==> config.mk <==
export PLATFORM = sky130hd
export DESIGN_NAME = imem_loader
export DESIGN_NICKNAME = d
export VERILOG_FILES = /design/src/rtl/imem_loader.sv
export SDC_FILE = /design/constraint.sdc
export NUM_CORES = 1
export LEC_CHECK = 0
export CORE_UTILIZATION = 56
export DETAILED_ROUTE_END_ITERATION = 6
export HOLD_SLACK_MARGIN = 0.12
export PLACE_DENSITY = 0.87
export SYNTH_ARGS = -nofsm -noshare
export SYNTH_HDL_FRONTEND = slang
export SYNTH_SLANG_ARGS = --single-unit
==> constraint.sdc <==
create_clock -name i_clk -period 2.6 [get_ports i_clk]
set_input_delay 0.78 -clock i_clk [delete_from_list [all_inputs] [get_ports i_clk]]
set_output_delay 0.78 -clock i_clk [all_outputs]
set_load 0.1 [all_outputs]
==> src/rtl/imem_loader.sv <==
// Instruction-memory loader: receives a length-prefixed, checksummed byte stream,
// packs it into 32-bit words and writes them to instruction memory while holding the core in reset.
module imem_loader #(
    parameter int D = 8
) (
    input  logic         i_clk,
    input  logic         i_reset,
    input  logic         i_start,
    input  logic         i_byte_valid,
    input  logic [7:0]   i_byte,
    output logic         o_byte_ready,
    output logic         o_mem_write,
    output logic [D-1:0] o_mem_addr,
    output logic [31:0]  o_mem_data,
    output logic         o_core_reset,
    output logic         o_busy,
    output logic         o_done,
    output logic         o_error
);

    localparam logic [16:0] MAX_WORDS = 17'(1 << (D - 2));
    localparam logic [D-3:0] ONE_WORD = 1;

    typedef enum logic [2:0] {
        IDLE,
        LEN_LO,
        LEN_HI,
        DATA,
        CSUM,
        DONE,
        ERROR
    } state_t;

    state_t       state_q, state_d;
    logic [7:0]   lenLo_q, lenLo_d;
    logic [15:0]  wordsLeft_q, wordsLeft_d;
    logic [D-3:0] wordCnt_q, wordCnt_d;
    logic [1:0]   byteCnt_q, byteCnt_d;
    logic [23:0]  asm_q, asm_d;
    logic [7:0]   csum_q, csum_d;
    logic         memWrite_q, memWrite_d;
    logic [D-1:0] memAddr_q, memAddr_d;
    logic [31:0]  memData_q, memData_d;
    logic         accept;
    logic [15:0]  lenWord;

    always_ff @(posedge i_clk) begin
        if (i_reset) begin
            state_q     <= IDLE;
            lenLo_q     <= '0;
            wordsLeft_q <= '0;
            wordCnt_q   <= '0;
            byteCnt_q   <= '0;
            asm_q       <= '0;
            csum_q      <= '0;
            memWrite_q  <= 1'b0;
            memAddr_q   <= '0;
            memData_q   <= '0;
        end else begin
            state_q     <= state_d;
            lenLo_q     <= lenLo_d;
            wordsLeft_q <= wordsLeft_d;
            wordCnt_q   <= wordCnt_d;
            byteCnt_q   <= byteCnt_d;
            asm_q       <= asm_d;
            csum_q      <= csum_d;
            memWrite_q  <= memWrite_d;
            memAddr_q   <= memAddr_d;
            memData_q   <= memData_d;
        end
    end

    always_comb begin
        state_d     = state_q;
        lenLo_d     = lenLo_q;
        wordsLeft_d = wordsLeft_q;
        wordCnt_d   = wordCnt_q;
        byteCnt_d   = byteCnt_q;
        asm_d       = asm_q;
        csum_d      = csum_q;
        memWrite_d  = 1'b0;
        memAddr_d   = memAddr_q;
        memData_d   = memData_q;
        accept      = i_byte_valid && o_byte_ready;
        lenWord     = {i_byte, lenLo_q};

        case (state_q)
            IDLE, DONE, ERROR: begin
                if (i_start) begin
                    state_d     = LEN_LO;
                    wordsLeft_d = '0;
                    wordCnt_d   = '0;
                    byteCnt_d   = '0;
                    asm_d       = '0;
                    csum_d      = '0;
                end
            end
            LEN_LO: begin
                if (accept) begin
                    lenLo_d = i_byte;
                    state_d = LEN_HI;
                end
            end
            LEN_HI: begin
                if (accept) begin
                    wordsLeft_d = lenWord;
                    if (lenWord == 16'd0) begin
                        state_d = CSUM;
                    end else if ({1'b0, lenWord} > MAX_WORDS) begin
                        state_d = ERROR;
                    end else begin
                        state_d = DATA;
                    end
                end
            end
            DATA: begin
                if (accept) begin
                    csum_d    = csum_q + i_byte;
                    byteCnt_d = byteCnt_q + 2'd1;
                    case (byteCnt_q)
                        2'd0: asm_d[7:0]   = i_byte;
                        2'd1: asm_d[15:8]  = i_byte;
                        2'd2: asm_d[23:16] = i_byte;
                        default: begin
                            // Fourth byte completes the word; the write is registered for next cycle
                            memWrite_d  = 1'b1;
                            memAddr_d   = {wordCnt_q, 2'b00};
                            memData_d   = {i_byte, asm_q};
                            wordCnt_d   = wordCnt_q + ONE_WORD;
                            wordsLeft_d = wordsLeft_q - 16'd1;
                            if (wordsLeft_q == 16'd1) begin
                                state_d = CSUM;
                            end
                        end
                    endcase
                end
            end
            CSUM: begin
                if (accept) begin
                    state_d = (i_byte == csum_q) ? DONE : ERROR;
                end
            end
            default: state_d = IDLE;
        endcase
    end

    assign o_byte_ready = (state_q == LEN_LO) || (state_q == LEN_HI) ||
                          (state_q == DATA)   || (state_q == CSUM);
    assign o_busy       = o_byte_ready;
    assign o_done       = (state_q == DONE);
    assign o_error      = (state_q == ERROR);
    assign o_core_reset = (state_q != DONE);
    assign o_mem_write  = memWrite_q;
    assign o_mem_addr   = memAddr_q;
    assign o_mem_data   = memData_q;

endmodule

# == Word-level counts from Yosys, hierarchy flattened ==
# Index checks and enable logic that the tools add are counted.
# classes
n_mux,33
addsub,4
reduce_logical,21
n_bitwise,3
n_lt_le_gt_ge,1
eq_ne,21
# op_table
cell,n
16-bit 2-to-1 mux,4
24-bit 2-to-1 mux,2
16-bit case mux with 3 select lines,1
24-bit case mux with 2 select lines,1
8-bit 2-to-1 mux,5
3-bit 2-to-1 mux,9
6-bit 2-to-1 mux,3
"16-bit by 1-bit == test with 1-bit output, second input constant",1
"16-bit by 7-bit > comparator with 1-bit output, second input constant",1
16-bit logical NOT,1
8-bit case mux with 2 select lines,1
4-bit AND reduction,4
"16-bit by 1-bit subtractor with 16-bit output, second input constant",1
3-bit case mux with 5 select lines,1
"2-bit inequality test, second input constant",7
6-bit case mux with 2 select lines,1
"3-bit == test, second input constant",3
3-bit OR reduction,3
8-bit adder,1
8-bit == test,1
7-bit AND reduction,1
"6-bit by 1-bit adder with 6-bit output, second input constant",1
"3-bit by 2-bit == test with 1-bit output, second input constant",2
2-bit 2-to-1 mux,3
other kinds (18),25
# word_totals
output_inout_bits,46
register_bits,106
wordCells,95
inputBits,12

# == Logic depth before layout (Yosys ltp) ==
# Gate-level depths: netlist of run 1.
# logic_depth
word_depth,7
depth_mapped,9
depth_no_buf,7

# == Worst setup path before layout of run 1 ==
# No wires, ideal clock.
# synth_timing
path_kind,register -> output
start,register state_q[0]
end,output o_core_reset
path_stages_with_launch,7
arrival_time_ns,3.248
n_path_buf,3
setup_slack_ns,-1.428
required_time_ns,1.820
cell_sequence,dfxtp_1 -> buf_2 -> buf_2 -> clkinv_1 -> clkbuf_1 -> nor2_1 -> inv_1
# synth_via
elab_chain_len,1
# synth_rtl
element,line,source
from (decl),34,"state_t state_q, state_d;"
from (signal assigned),60,state_q <= state_d;
3-bit inequality test,152,assign o_core_reset = (state_q != DONE);
to (decl),15,"output logic o_core_reset,"
# No other way between the ends.

# == Worst setup path in the final report of run 1 ==
# layout_timing
start,register state_q[1]
end,output o_busy
# layout_via
elab_chain_len,4
word_cells_on_any_way,7
cone_classes,eq/ne (4); reduce/logical (3)
# layout_rtl
element,line,source
3-bit by 1-bit == test with 1-bit output / 3-bit by 2-bit == test with 1-bit output (equally long branches),147,assign o_byte_ready = (state_q == LEN_LO) || (state_q == LEN_HI) ||
1-bit logical OR (2 in series),147,
1-bit logical OR (*),148,(state_q == DATA) || (state_q == CSUM);
to (decl),16,"output logic o_busy,"
# Mark *: on every way between the ends. The rest lies on a longest branch, timed or not.

==> out/results.tsv, run 1 <==
metric	value	unit
wirelength	13900	um
max-slew-margin-rel	52.4	%
drive_gt1_share	16.9	%
rows	34	
syn_to_final_growth	19.6	%
synthTopCellsByArea	dfxtp_1 42%, a21oi_1 10%, nand2_1 8.3%	
nFillCells	705	
post_cts_resized	0	
synth_area_per_cell	7.85	um2
cp_max_fo	15	
gr-max-usage-layer	met2	
r2r_setup_slack	0.22	ns
ir_drop	517	uV
final.min_clock_period	2.40	ns
cts_hold_buffers	0	
cts_tree	yes	
synth_warnings	0	
slowest_delay	0.33	ns
vias	5049	
use_met3	4.75	%
coreArea	8760	um2
met1_usage	40.9	%
grtUsageTotal	29.9	%
cpMaxStageDelayCell	dfxtp_1	
cts_inserted_buffers	9	
clockBufferDepth	2	
period_share	92.5	%
fin_worst_skew	0.00892	ns
fmaxAchievable	0.416	GHz
synth-main-ff-cell	dfxtp_1	
drc	0	
setup_viol_count_final	0	
use_met2	47.9	%
synth_seq_cells	106	
syn-cell-area	5090	um2
cp-start-kind	register	
hold_viol_final	0	
grt_overflow	0	
post_drt_wl_per_cell	16.8	um
synth_top_area_share	41.7	%
outcome	complete, no violations	
cts.clk_slew.worst_paths	0.12	ns
syn-instance-count	648	
cts.htree.levels	3	
cap_violations	0	
grt_max_degree	47	
dp_hpwl	9850	um
slew_violations	0	
cts_root_buffer	clkbuf_8	
via_per_inst	6.14	
yosys-top-cells-count	113 x nand2_1, 106 x dfxtp_1, 105 x a21oi_1	
die_h	97.3	um
p_leak	2.23	nW
yosysTopAreaCell	dfxtp_1	
path_class	register to output port	
grt_setup_unrepaired	false	
grt_pass1_wl	23200	um
required	1.82	ns
power.density	780	nW/um2
n_antenna_cell	0	
gp_congestion	0.919	
tightestPinTransition	0.713	ns
ys_seq_area_share	41.7	%
crit_chain	buf_4 -> nor2_1 -> xnor2_4 -> buf_12	
die_w	97.3	um
tns	0	ns
antenna_found_initial	0	
start_util	58.1	%
hold-worst-slack	0.458	ns
portBuffers	55	
grt_pass1_vias	4790	
cp.arrival	1.62	ns
cts_num_sinks	106	
drt_iter0_drc	467	
synth_edf_count	0	
nets	736	
die_area	9470	um2
end_kind	output port	
yosysUniqueCellTypes	63	
postCtsSetupRepairBufs	0	
drtAntennaViolNets	0	
num_io_pins	58	
async_reset_ff_share	0	%
yosysMostFrequentCell	nand2_1	
insertion_delay	0.39	ns
dr.pass1.iters	5	
hp-class	register to register	
==> worst max-delay path: cells and delay by family, from the launching register on <==
kind | cells | cell delay (ns)
xor gates and xnor gates | 1 | 0.20
buffers and inverters | 2 | 0.39
DFF | 1 | 0.33
and+or+nand+nor | 1 | 0.33
==> metal layers <==
| layer | wire length (um) | up-vias |
|---|---|---|
| met3 | 980 | 28 |
| met2 | 6550 | 222 |
| li1 | - | 2422 |
| met1 | 6060 | 2377 |
| met5 | 0 | - |
| met4 | 262 | 0 |
==> report_power, final <==
group / switching (mW) / internal (mW)
clock network: 0.650 / 0.378
registers: 0.0949 / 1.69
logic: 1.26 / 0.671
==> placed cells by master, fill, tap and decap left out, types with 3 or more instances in the layout <==
cell type        Yosys  layout
a21o_1               6       6
a21oi_1            105     105
a22oi_1              7       7
a31oi_1              4       4
and3_1               4       4
buf_12               0       7
buf_4                4      80
clkbuf_8             0       9
clkdlybuf4s50_1      0      10
dfxtp_1            106     105
ha_1                14      14
inv_1               15      14
mux2i_1              3       3
nand2_1            113     113
nand2b_1             9       8
nand3_1             13      13
nand4_1             26      26
nor2_1              34      33
nor3_1              13      13
nor4_1               3       3
o2111ai_1            4       4
o21ai_0             46      46
o31ai_1              5       5
or3_1                5       5
or4_1                7       7
xnor2_1              8       7
xor2_1               3       3
==> cell families after synthesis <==
| family | count (synthesis) | synth area share (%) |
|---|---|---|
| adder cells (fa/ha/maj) | 15 | 3.84 |
| flip-flops | 106 | 41.7 |
| multiplexers | 3 | 0.590 |
| buffers and inverters | 66 | 5.73 |
| AND/OR/NAND/NOR | 242 | 22.8 |
| AO/OA/AOI/OAI | 204 | 23.4 |
| XOR/XNOR | 11 | 1.89 |
| other | 1 | 0.0737 |
==> state kept, by name, indices dropped and copies added (netlist names) <==
name         flops
state_q          3
o_mem_data      32
asm_q           24
o_mem_addr       6
csum_q           8
byteCnt_q        2
o_mem_write      1
wordsLeft_q     16
wordCnt_q        6
lenLo_q          8
==> path summary, 6_finish.rpt <==
| check | from | end | cells past startpoint |
|---|---|---|---|
| max | state_q[1]$_SDFFE_PP0P_ | o_busy | 4 |
| min | asm_q[18]$_SDFFE_PP0P_ | o_mem_data[18]$_SDFFE_PP0P_ | 2 |
| max reg2reg | state_q[2]$_SDFFE_PP0P_ | wordsLeft_q[11]$_SDFFE_PP0P_ | 6 |
| min reg2reg | asm_q[18]$_SDFFE_PP0P_ | o_mem_data[18]$_SDFFE_PP0P_ | 2 |
==> cell type report <==
| type | count | area [um2] | share of cell area (%) |
|---|---|---|---|
| timing repair buffer | 98 | 846 | 13.9 |
| inverter | 17 | 72.6 | 1.19 |
| clock inverter | 7 | 70.1 | 1.15 |
| multi-input combinational | 477 | 2710 | 44.6 |
| tap | 108 | 135 | 2.22 |
| clock buffer | 9 | 124 | 2.04 |
| sequential | 106 | 2120 | 34.9 |
==> metrics by stage <==
step / util, % / std cells / total power, mW / worst slack (ns) / area (um2)
2_1_floorplan: - / 649 / 3.22 / -0.103 / 5170
3_3_place_gp: 67.2 / 806 / 3.68 / -0.213 / 5890
3_5_place_dp: 67.2 / 806 / 3.70 / -0.165 / 5890
4_1_cts: 69.4 / 822 / 4.70 / 0.193 / 6080
5_1_grt: 69.4 / 822 / 4.93 / 0.0538 / 6080
6_report: 69.4 / 822 / 4.74 / 0.196 / 6080
(Power assumes the default switching activity.)
==> run 2: changes to the inputs <==
--- a/config.mk
+++ b/config.mk
@@ -5,10 +5,12 @@
 export SDC_FILE = /design/constraint.sdc
 export NUM_CORES = 1
 export LEC_CHECK = 0
-export CORE_UTILIZATION = 56
+export CORE_UTILIZATION = 60
 export DETAILED_ROUTE_END_ITERATION = 6
+export DONT_BUFFER_PORTS = 1
+export GPL_TIMING_DRIVEN = 0
 export HOLD_SLACK_MARGIN = 0.12
-export PLACE_DENSITY = 0.87
+export PLACE_DENSITY = 0.83
 export SYNTH_ARGS = -nofsm -noshare
 export SYNTH_HDL_FRONTEND = slang
 export SYNTH_SLANG_ARGS = --single-unit
==> out/results.tsv, run 2 (synthesized netlist as in run 1, its figures left out) <==
metric	value	unit	change
crit_chain	buf_12 -> clkinv_16 -> nor2_4 -> clkinvlp_4		
via_per_inst	6.40		+4.1%
power	4.76	mW	+0.43%
max-slew-margin-rel	31.8	%	-21 points
final.min_clock_period	2.86	ns	+0.452 ns
drc	0		unchanged
path_class	register to output port		
grt_max_degree	19		-60%
multi_input_area	2720	um2	+0.14%
tns	-0.488	ns	-0.488 ns
wl_met1	5990	um	-1.2%
dp_hpwl	9790	um	-0.56%
fmaxAchievable	0.350	GHz	-16%
cpMaxStageDelayCell	clkinvlp_4		
die_w	94.1	um	-3.3%
critPathTopFamily	buffers and inverters		
outcome	finished with violations		
nets	693		-5.8%
cp.arrival	2.08	ns	+0.46 ns
stdcell_count	775		-5.7%
vias	4957		-1.8%
dr.pass1.iters	6		+1
cts_inserted_buffers	9		unchanged
top_layer_used	met4		
nFillCells	699		-0.85%
slowest_delay	0.66	ns	+0.33 ns
grt_pass1_wl	22300	um	-4.0%
dpl-instance-area	5300	um2	-9.9%
largest_reg_flops	32		unchanged
cts.htree.levels	3		unchanged
path_depth	4		unchanged
cp-start-kind	register		
post_drt_wl_per_cell	17.9	um	+6.5%
wirelength	13900	um	+0.37%
insertion_delay	0.38	ns	about the same
slew_violations	0		unchanged
hold_viol_final	0		unchanged
num_io_pins	58		unchanged
final_common_cell	nand2_1		
p_leak	1.91	nW	-14%
cts_root_buffer	clkbuf_8		
fin_worst_skew	0.0109	ns	+0.00200 ns
setup_ws	-0.256	ns	-0.452 ns
cap_violations	0		unchanged
reg2regPathDepth	9		+3
end_kind	output port		
die_h	94.1	um	-3.3%
clockBufferDepth	2		unchanged
required	1.82	ns	about the same
grt_overflow	0		unchanged
setup_viol_count_final	2		+2
coreArea	8220	um2	-6.2%
drive_gt1_share	10.0	%	-6.9 points
grt_setup_unrepaired	true		
path_buf_inv	3		+1
n_antenna_cell	0		unchanged
dr_wl_met3	1340	um	+37%
period_share	110	%	+17 points
antenna_found_initial	0		unchanged
register_area	2130	um2	+0.35%
hold_depth	2		unchanged
syn_to_final_growth	10.1	%	
cts.clk_slew.worst_paths	0.10	ns	-0.02 ns
portBuffers	0		-100%
grt_pass1_vias	4549		-5.0%
fin_area	5600	um2	-7.9%
gp_congestion	0.916		-0.33%
cts_hold_buffers	0		unchanged
ir_drop	484	uV	-6.5%
tightestPinTransition	1.02	ns	+0.309 ns
drt_iter0_drc	470		+0.64%
layout_common_cells	113 x nand2_1, 105 x a21oi_1, 103 x dfxtp_1		
place_inst	754		-6.5%
cts_num_sinks	106		unchanged
cts_tree	yes		
rows	33		-2.9%
cp_max_fo	3		-12
start_util	61.9	%	+3.9 points
hp-class	register to register		
wl_met2	6240	um	-4.7%
violations	setup timing		
die_area	8850	um2	-6.5%
grtUsageTotal	32.8	%	+2.9 points
power.density	851	nW/um2	+9.1%
drtAntennaViolNets	0		unchanged
fin_util	68.2	%	-1.2 points
[run 2: cell types whose count changed in the layout (fill, tap and decap cells not counted), moves of 2 or more]
cell | before | now
clkbuf_1 | 0 | 23
inv_6 | 2 | 0
clkinvlp_4 | 1 | 3
buf_4 | 80 | 13
dfxtp_4 | 0 | 2
clkdlybuf4s50_1 | 10 | 0
buf_12 | 7 | 3
dfxtp_1 | 105 | 103
buf_2 | 1 | 14
[run 2: per-stage QoR]
stage	worst slack [ns]	hold WS, ns
floorplan	-0.103	0.428
global placement	-0.436	0.440
detailed placement	-0.420	0.443
CTS	-0.282	0.444
global route	-0.304	0.471
finish	-0.256	0.449
[run 2: layout make-up]
class	instances	share of cell area [%]
multi-input combinational	477	48.5
sequential	106	38.0
buffer	45	4.54
tap	105	2.35
clock buffer	9	2.21
inverter	17	1.68
clock inverter	6	1.36
timing repair buffer	10	1.34
[run 2: repair_timing]
item | in CTS | in global routing
buffers inserted | 6 | 4
gates resized for setup | 15 | 2
endpoints found under the setup margin | 4 | 2
pin swaps | 2 | 2
cloned | 0 | 0
[run 2: metal layers]
metal	vias to the layer above	track usage, %
li1	2338	-
met3	38	10.1
met4	0	10.5
met1	2347	42.7
met2	234	51.5
met5	-	0
[run 2: worst paths after layout]
kind / start / to / slack [ns]
max: state_q[0]$_SDFFE_PP0P_ / o_core_reset / -0.26
min: asm_q[14]$_SDFFE_PP0P_ / o_mem_data[14]$_SDFFE_PP0P_ / 0.45
max reg2reg: state_q[1]$_SDFFE_PP0P_ / asm_q[0]$_SDFFE_PP0P_ / 0.19
min reg2reg: asm_q[14]$_SDFFE_PP0P_ / o_mem_data[14]$_SDFFE_PP0P_ / 0.45
[run 2: worst reg2reg max path: cells and delay by family, from the launching register on]
kind | cells | cell delay, ns
DFF | 1 | 0.36
and+or+nand+nor | 3 | 0.59
AOI/OAI and AO/OA | 2 | 0.55
buffers and inverters | 4 | 0.84
[run 2: report_power, final]
part           switching, mW  internal, mW  total [mW]
clock                  0.593         0.455        1.05
combinational           1.31         0.644        1.96
sequential            0.0650          1.69        1.76
